===== config.mk =====
export PLATFORM = sky130hd
export DESIGN_NAME = tdm_frame_serializer
export DESIGN_NICKNAME = d
export VERILOG_FILES = /design/src/rtl/tdm_frame_serializer_pkg.sv /design/src/rtl/tdm_frame_serializer_bit_period_timer.sv /design/src/rtl/tdm_frame_serializer.sv
export SDC_FILE = /design/constraint.sdc
export NUM_CORES = 1
export LEC_CHECK = 0
export ABC_AREA = 1
export CORE_MARGIN = 5
export CORE_UTILIZATION = 40
export CTS_CLUSTER_DIAMETER = 120
export CTS_CLUSTER_SIZE = 20
export DETAILED_ROUTE_END_ITERATION = 12
export GPL_TIMING_DRIVEN = 0
export PLACE_DENSITY = 0.65
export SLEW_MARGIN = 20
export SYNTH_ARGS = -nofsm -noshare
export SYNTH_HDL_FRONTEND = slang
export SYNTH_SLANG_ARGS = --single-unit

===== constraint.sdc =====
create_clock -name clk -period 2 [get_ports clk]
set_input_delay 0.2 -clock clk [delete_from_list [all_inputs] [get_ports clk]]
set_output_delay 0.2 -clock clk [all_outputs]
set_load 0.005 [all_outputs]

===== src/rtl/tdm_frame_serializer_pkg.sv =====
// Shared definitions for the TDM frame serializer and the downstream 1-to-4 demux.
// Provides the serializer state type, the channel count, the select width and the
// select encoding that maps channels 0..3 onto demux outputs A..D.
package tdm_frame_serializer_pkg;

  localparam int unsigned NUM_CH = 4;
  localparam int unsigned SEL_W  = 2;

  localparam logic [SEL_W-1:0] CH_A = 2'b00;
  localparam logic [SEL_W-1:0] CH_B = 2'b01;
  localparam logic [SEL_W-1:0] CH_C = 2'b10;
  localparam logic [SEL_W-1:0] CH_D = 2'b11;

  typedef enum logic [1:0] {
    IDLE,
    SHIFT,
    DONE
  } state_t;

endpackage


===== src/rtl/tdm_frame_serializer_bit_period_timer.sv =====
// Bit-period timer: counts CLK_DIV cycles per serial bit and produces a registered
// strobe on the last cycle of each bit period.
// Ports:
//   clk, rst    - clock, asynchronous active-high reset
//   clear       - a new frame starts on this edge: counter restarts at 0
//   enable      - frame continues across this edge: counter advances (wrapping)
//   wrap        - current cycle is the last of its bit period (combinational)
//   bit_strobe  - registered: the cycle being entered is the last of its bit period
// With neither clear nor enable the counter parks at 0 and the strobe drops.
module bit_period_timer #(
  parameter int unsigned CLK_DIV = 4
) (
  input  logic clk,
  input  logic rst,
  input  logic clear,
  input  logic enable,
  output logic wrap,
  output logic bit_strobe
);

  localparam int unsigned DIV_W = (CLK_DIV > 1) ? $clog2(CLK_DIV) : 1;
  localparam logic [DIV_W-1:0] DIV_LAST = DIV_W'(CLK_DIV - 1);

  logic [DIV_W-1:0] div_cnt;
  logic [DIV_W-1:0] div_nxt;

  assign wrap = (div_cnt == DIV_LAST);

  always_comb begin
    div_nxt = '0;
    if (enable && !clear && !wrap) begin
      div_nxt = div_cnt + 1'b1;
    end
  end

  // The strobe is computed from the next count so it lines up with the
  // registered data/sel outputs of the serializer.
  always_ff @(posedge clk or posedge rst) begin
    if (rst) begin
      div_cnt    <= '0;
      bit_strobe <= 1'b0;
    end else begin
      div_cnt    <= div_nxt;
      bit_strobe <= (clear || enable) && (div_nxt == DIV_LAST);
    end
  end

endmodule


===== src/rtl/tdm_frame_serializer.sv =====
// TDM frame serializer: accepts four WIDTH-bit channel words via valid/ready and
// sends them MSB-first on one serial line, channel 0..3 in order, each bit held for
// CLK_DIV cycles, with the demux channel select driven in step.
// Ports:
//   clk, rst            - clock, asynchronous active-high reset
//   in_valid / in_ready - frame handshake (in_ready is a state decode, low in reset)
//   ch0_data..ch3_data  - channel words, sampled on the accept edge
//   abort               - synchronous abort of a frame being shifted
//   data, sel           - serial bit and channel select to the demux
//   out_valid           - data/sel carry frame content
//   bit_strobe          - last cycle of each bit period
//   frame_done          - one-cycle pulse after a completed frame
//   busy                - frame in progress (state decode)
module tdm_frame_serializer
  import tdm_frame_serializer_pkg::*;
#(
  parameter int unsigned WIDTH   = 8,
  parameter int unsigned CLK_DIV = 4
) (
  input  logic             clk,
  input  logic             rst,
  input  logic             in_valid,
  output logic             in_ready,
  input  logic [WIDTH-1:0] ch0_data,
  input  logic [WIDTH-1:0] ch1_data,
  input  logic [WIDTH-1:0] ch2_data,
  input  logic [WIDTH-1:0] ch3_data,
  input  logic             abort,
  output logic             data,
  output logic [1:0]       sel,
  output logic             out_valid,
  output logic             bit_strobe,
  output logic             frame_done,
  output logic             busy
);

  localparam int unsigned BIT_W = $clog2(WIDTH);
  localparam logic [BIT_W-1:0] BIT_LAST = BIT_W'(WIDTH - 1);

  state_t             state, state_nxt;
  logic [SEL_W-1:0]   ch_cnt, ch_nxt;
  logic [BIT_W-1:0]   bit_cnt, bit_nxt, bit_idx;
  logic [WIDTH-1:0]   words [NUM_CH];
  logic [WIDTH-1:0]   src   [NUM_CH];
  logic               accept, run, load, wrap, last_bit, last_ch, frame_end;

  assign in_ready  = !rst && (state == IDLE);
  assign busy      = (state != IDLE);

  assign accept    = (state == IDLE) && in_valid && !abort;
  assign last_bit  = (bit_cnt == BIT_LAST);
  assign last_ch   = (ch_cnt == CH_D);
  assign frame_end = (state == SHIFT) && wrap && last_bit && last_ch;
  assign run       = (state == SHIFT) && !abort && !frame_end;
  assign load      = accept || run;

  bit_period_timer #(
    .CLK_DIV(CLK_DIV)
  ) u_timer (
    .clk        (clk),
    .rst        (rst),
    .clear      (accept),
    .enable     (run),
    .wrap       (wrap),
    .bit_strobe (bit_strobe)
  );

  always_comb begin
    state_nxt = state;
    case (state)
      IDLE:    if (accept) state_nxt = SHIFT;
      SHIFT:   if (abort) state_nxt = IDLE;
               else if (frame_end) state_nxt = DONE;
      DONE:    state_nxt = IDLE;
      default: state_nxt = IDLE;
    endcase
  end

  always_comb begin
    bit_nxt = '0;
    ch_nxt  = '0;
    if (run) begin
      bit_nxt = bit_cnt;
      ch_nxt  = ch_cnt;
      if (wrap) begin
        bit_nxt = last_bit ? '0 : bit_cnt + 1'b1;
        if (last_bit) ch_nxt = ch_cnt + 1'b1;
      end
    end
  end

  // On the accept edge the words are not latched yet, so the first bit is
  // taken straight from the inputs.
  always_comb begin
    src[0] = accept ? ch0_data : words[0];
    src[1] = accept ? ch1_data : words[1];
    src[2] = accept ? ch2_data : words[2];
    src[3] = accept ? ch3_data : words[3];
  end

  assign bit_idx = BIT_LAST - bit_nxt;

  always_ff @(posedge clk or posedge rst) begin
    if (rst) begin
      state      <= IDLE;
      ch_cnt     <= '0;
      bit_cnt    <= '0;
      data       <= 1'b0;
      sel        <= CH_A;
      out_valid  <= 1'b0;
      frame_done <= 1'b0;
      for (int unsigned i = 0; i < NUM_CH; i++) words[i] <= '0;
    end else begin
      state      <= state_nxt;
      ch_cnt     <= ch_nxt;
      bit_cnt    <= bit_nxt;
      out_valid  <= load;
      sel        <= load ? ch_nxt : CH_A;
      data       <= load && src[ch_nxt][bit_idx];
      frame_done <= (state_nxt == DONE);
      if (accept) begin
        words[0] <= ch0_data;
        words[1] <= ch1_data;
        words[2] <= ch2_data;
        words[3] <= ch3_data;
      end
    end
  end

endmodule


* After elaboration in Yosys (flattened, before gate mapping)
Index checks and enable logic that the tools add are counted.
** Storage, ports and cells
- Register bits :: 47
** Cells by class
- Add/sub/neg operators :: 4
- Magnitude comparators :: 2
- Equality and inequality tests :: 6
- Multiplexer cells :: 21
- Bitwise logic cells :: 1
- Reductions and logical operators :: 20
** Operators with widths (count)
- 8-bit 2-to-1 mux :: 6
- 8-bit binary-select mux with 2-bit select :: 1
- 2-bit 2-to-1 mux :: 8
- 1-bit logical AND :: 12
- 3-bit 2-to-1 mux :: 3
- 2-bit equality test (second input constant) :: 4
- 1-bit logical NOT :: 5
- 2-bit by 1-bit adder with 2-bit output (second input constant) :: 2
- 3-bit by 4-bit less-than comparator with 1-bit output (second input constant) :: 1
- 2-bit one-hot mux with 2 select lines :: 1
- 3-bit by 1-bit adder with 3-bit output (second input constant) :: 1
- 1-bit binary-select mux with 3-bit select :: 1
- 3-bit equality test (second input constant) :: 1
- 3-bit >= comparator (second input constant) :: 1
- 2-bit inverter with 3-bit output :: 1
- 3-bit subtractor (first input constant) :: 1
- 2-bit by 1-bit equality test with 1-bit output (second input constant) :: 1
- 2-bit logical NOT :: 1
- 2-bit nonzero test :: 1
- 1-bit logical OR :: 1
- 1-bit 2-to-1 mux :: 1

* Depth between registers and ports, before layout
- Depth in word-level cells :: 14
- Mapped depth :: 16
- Gate-level depth less buffers :: 15

* Modules after synthesis
From an unflattened synthesis, not the netlist that was laid out.
** Second synthesis, totals
- Cells, all modules :: 283
- Area, all modules :: 2336.0 µm²
** Modules (own cells, without submodules)
- tdm_frame_serializer :: instances 1, cells each 271, area an instance 2205.9 µm², sequential area each 1101.1 µm²
- bit_period_timer :: instances 1, cells each 12, area an instance 130.1 µm², sequential area each 75.1 µm²

* Worst setup path after synthesis
Ideal clock, no wire load.
- Path type :: register to register
- Start :: register bit_cnt[0]
- End :: register data
- Library setup time :: 119 ps
- Data arrival time :: 1721 ps
- Slack :: 160 ps
- Cell stages (with the launch flop) :: 14
- Path buffers :: 1
- Path through :: dfrtp_1 > ha_1 > ha_1 > nand2_4 > nor2_4 > nor2_8 > nand2_4 > buf_6 > nand2_1 > nand3_1 > nand3_1 > nand3_1 > a21oi_1 > nor2_1
** On the way
- Word-level cells in the longest chain between the ends :: 13
- Elaborated cells on any way between the ends :: 21
- Classes of those cells :: add/sub: 2; eq/ne: 1; mux: 11; bitwise: 1; reduce/logical: 6
** Ends and longest elaborated chain
- start, declared :: line tdm_frame_serializer.sv:42 : logic [BIT_W-1:0] bit_cnt, bit_nxt, bit_idx;
- start signal, assigned :: line tdm_frame_serializer.sv:116 : bit_cnt <= bit_nxt;
- branches (longest 12 deep; another with 3-bit by 1-bit adder with 3-bit output)
- 1-bit logical AND * :: line tdm_frame_serializer.sv:119 : data <= load && src[ch_nxt][bit_idx];
- end signal, assigned :: line tdm_frame_serializer.sv:119
- end, declared :: line tdm_frame_serializer.sv:29 : output logic data,
Every way passes the cells marked *. The select of a mux whose other input is x is not followed.
A chain may end at the register's enable or synchronous reset.

* Worst setup path after layout
Same ends and word-level chain as after synthesis.

==> run metrics <==
starting density of the core=40.5%; relative max-transition margin=60.2%; die boundary width=86.7 um; share of synthesized area occupied by flip-flops and latches=49.9%; crit path capture type=register; crit-path max FO=5; VDD IR-drop max=0.409 mV; mean post-synth cell area=8.56 um^2; number of failing hold endpoints at the final stage=0; length in cells of the worst reg-to-reg path=15; wire length per cell=13.7 um; antenna diode count=0; clock transition at the registers of the reported paths=0.08 ns; final WL=5690 um; TritonCTS clock tree=done; final setup skew=0.00229 ns; depth of the CTS H-tree=2; critical path start-end classification=reg -> reg; vias in the first global route=1960; Lkg Pwr=1.64 nW; arrival time reported for the critical path endpoint=2.13 ns; number of synthesis warnings=0; CTS sink count=47; Final setup violation count=0; residual antenna-violating net count after detailed routing=0; Remaining DRCs=0; gpl congestion=0.723; WP data required=2.19 ns; All-Layer GR Usage=15.6%; area enclosed by the die boundary=7520 um^2; pin count of the biggest net entering global routing=27; placed cell count=394; Distinct cells, synth=23; Pwr per Cell Area=647 nW/um^2; Setup Total Neg Slack=0 ns; commonest non-fill, non-tap cells in the layout=100 x sky130_fd_sc_hd__nand2_1, 46 x sky130_fd_sc_hd__dfrtp_1, 43 x sky130_fd_sc_hd__nand3_1, 43 x sky130_fd_sc_hd__clkdlybuf4s50_1, 19 x sky130_fd_sc_hd__nand3_2; Nets=380; Fin Hold WS=0.324 ns; ratio of cells with drive above 1 in the final layout=24.8%; number of I/O port buffers=43; Cell Rows=28; height of the die=86.7 um; max-cap check violation count=0; total iterations of the first detailed-routing run=4; Overall Power=2.11 mW; via count=2027; Initial DRC Count=75; Overflow after GRT=0; setup repair after global routing missed its margin=yes; beginning of the worst register-to-register path=bit_cnt[0]; count of pins on the block boundary=44; number of synthesized register bits=47; Hold-fix buffers, CTS=0; Finished Layout Cells=414; TritonCTS buffer count=5; Std-Cell Core Area=5820 um^2; minimum setup slack among reg-to-reg paths=0.06 ns; period utilisation layout=97.2%; area growth from synthesis to layout=38.3%; half-perimeter wire length after placement=3760 um; wire length of the first global-routing pass=9160 um; clock root buffer=sky130_fd_sc_hd__clkbuf_8; commonest non-fill, non-tap cell in the layout=sky130_fd_sc_hd__nand2_1; maximum clock frequency=514 MHz; Max Buffers Root-to-Sink=2; measured slew at the worst slew-check pin=0.596 ns; Mapped Area=2350 um^2; clock period minus final worst setup slack=1.94 ns; number of nets produced by synthesis=315; status=finished clean; post-synthesis cell count=275; number of antenna violations at the first check in global routing=0; clock insertion delay at the later pin of the skew report=0.29 ns; worst min-delay path class=in -> async; Final Max Slew Viols=0; drt via density=4.90; terminus of the critical flop-to-flop path=data; cell area after layout=3260 um^2; Worst Setup Start Kind=register; cell area after placement=2910 um^2
[how the worst max path moves through the flow]
stage / from / end / slack [ns] / cells past startpoint
finish: bit_cnt[0] / data / 0.06 / 15
global route: bit_cnt[0] / data / -0.05 / 16
CTS: bit_cnt[1] / data / 0.01 / 16
detailed placement: abort / data / -0.24 / 11
global placement: rst / words[1] / -0.29 / 2
floorplan: bit_cnt[0] / data / 0.16 / 13
[synthesized netlist by cell type (all sizes together)]
master	n	area share, %
a21oi	1	0.21
and2	2	0.53
buf	12	3.9
dfrtp	47	50
ha	4	2.1
inv	14	2.2
mux2	2	0.96
nand2	113	20
nand3	62	14
nor2	13	4.7
nor3	2	0.43
nor4	1	0.27
o21ai	1	0.21
or2	1	0.27
[power by group]
part           internal [mW]  total, mW  switching [mW]
Clock                  0.234      0.530           0.296
Combinational          0.202      0.457           0.255
Sequential              1.08       1.12          0.0393
[critical path, stage by stage (launching register included)]
cell	delay (ns)
sky130_fd_sc_hd__dfrtp_1	0.39
sky130_fd_sc_hd__ha_2	0.20
sky130_fd_sc_hd__ha_4	0.18
sky130_fd_sc_hd__nand2_8	0.09
sky130_fd_sc_hd__nor2_4	0.05
sky130_fd_sc_hd__nor2_8	0.13
sky130_fd_sc_hd__nand2_4	0.10
sky130_fd_sc_hd__buf_12	0.14
sky130_fd_sc_hd__nand2_1	0.07
sky130_fd_sc_hd__nand3_2	0.10
sky130_fd_sc_hd__nand3_2	0.09
sky130_fd_sc_hd__nand3_2	0.07
sky130_fd_sc_hd__nand2_1	0.06
sky130_fd_sc_hd__nand2_1	0.05
sky130_fd_sc_hd__nand2_1	0.07
sky130_fd_sc_hd__nor2_2	0.04
[metrics by stage]
step | util [%] | worst slack [ns]
5_1_grt | 56.0 | -0.0522
3_3_place_gp | 49.5 | -0.286
3_5_place_dp | 50.0 | -0.244
2_1_floorplan | - | 0.160
6_report | 56.0 | 0.0559
4_1_cts | 52.9 | 0.00977
[layout make-up]
| type | instances | area (um^2) |
|---|---|---|
| timing repair buffer | 58 | 587 |
| clock buffer | 6 | 72.6 |
| fill | 560 | 2560 |
| multi-input combinational | 202 | 1170 |
| buffer | 12 | 92.6 |
| tap | 75 | 93.8 |
| inverter | 14 | 62.6 |
| sequential | 47 | 1180 |
[flip-flops by register name, summed over array words and instances (netlist names)]
signal	flops
state	2
data	1
ch_cnt	2
frame_done	1
bit_cnt	3
sel	2
out_valid	1
u_timer.bit_strobe	1
words	32
u_timer.div_cnt	2
[cell families (layout without fill, tap and decap cells)]
kind of cell | after synthesis | count (layout) | share of synthesized area [%]
AND/OR/NAND/NOR | 194 | 194 | 40.4
flip-flops | 47 | 47 | 49.9
buffers and inverters | 26 | 90 | 6.16
adder cells (fa/ha/maj) | 4 | 4 | 2.13
AO/OA/AOI/OAI | 2 | 2 | 0.425
multiplexers | 2 | 2 | 0.956
[per-layer routing]
layer | vias up | routed length (um) | part of all wire, % | track usage [%]
li1 | 1014 | - | - | -
met5 | - | 0 | 0 | 0
met2 | 53 | 2880 | 51 | 25.7
met1 | 952 | 2400 | 42 | 20.7
met3 | 8 | 340 | 6.0 | 3.52
met4 | 0 | 64 | 1.1 | 4.25
[timing repair]
item	in CTS	in global routing
resized for setup	12	28
cloned	1	0
pin swaps	7	16
setup endpoints to repair	1	2
buffers inserted	7	6
endpoints found under the hold margin	0	0
(Power assumes the default switching activity.)
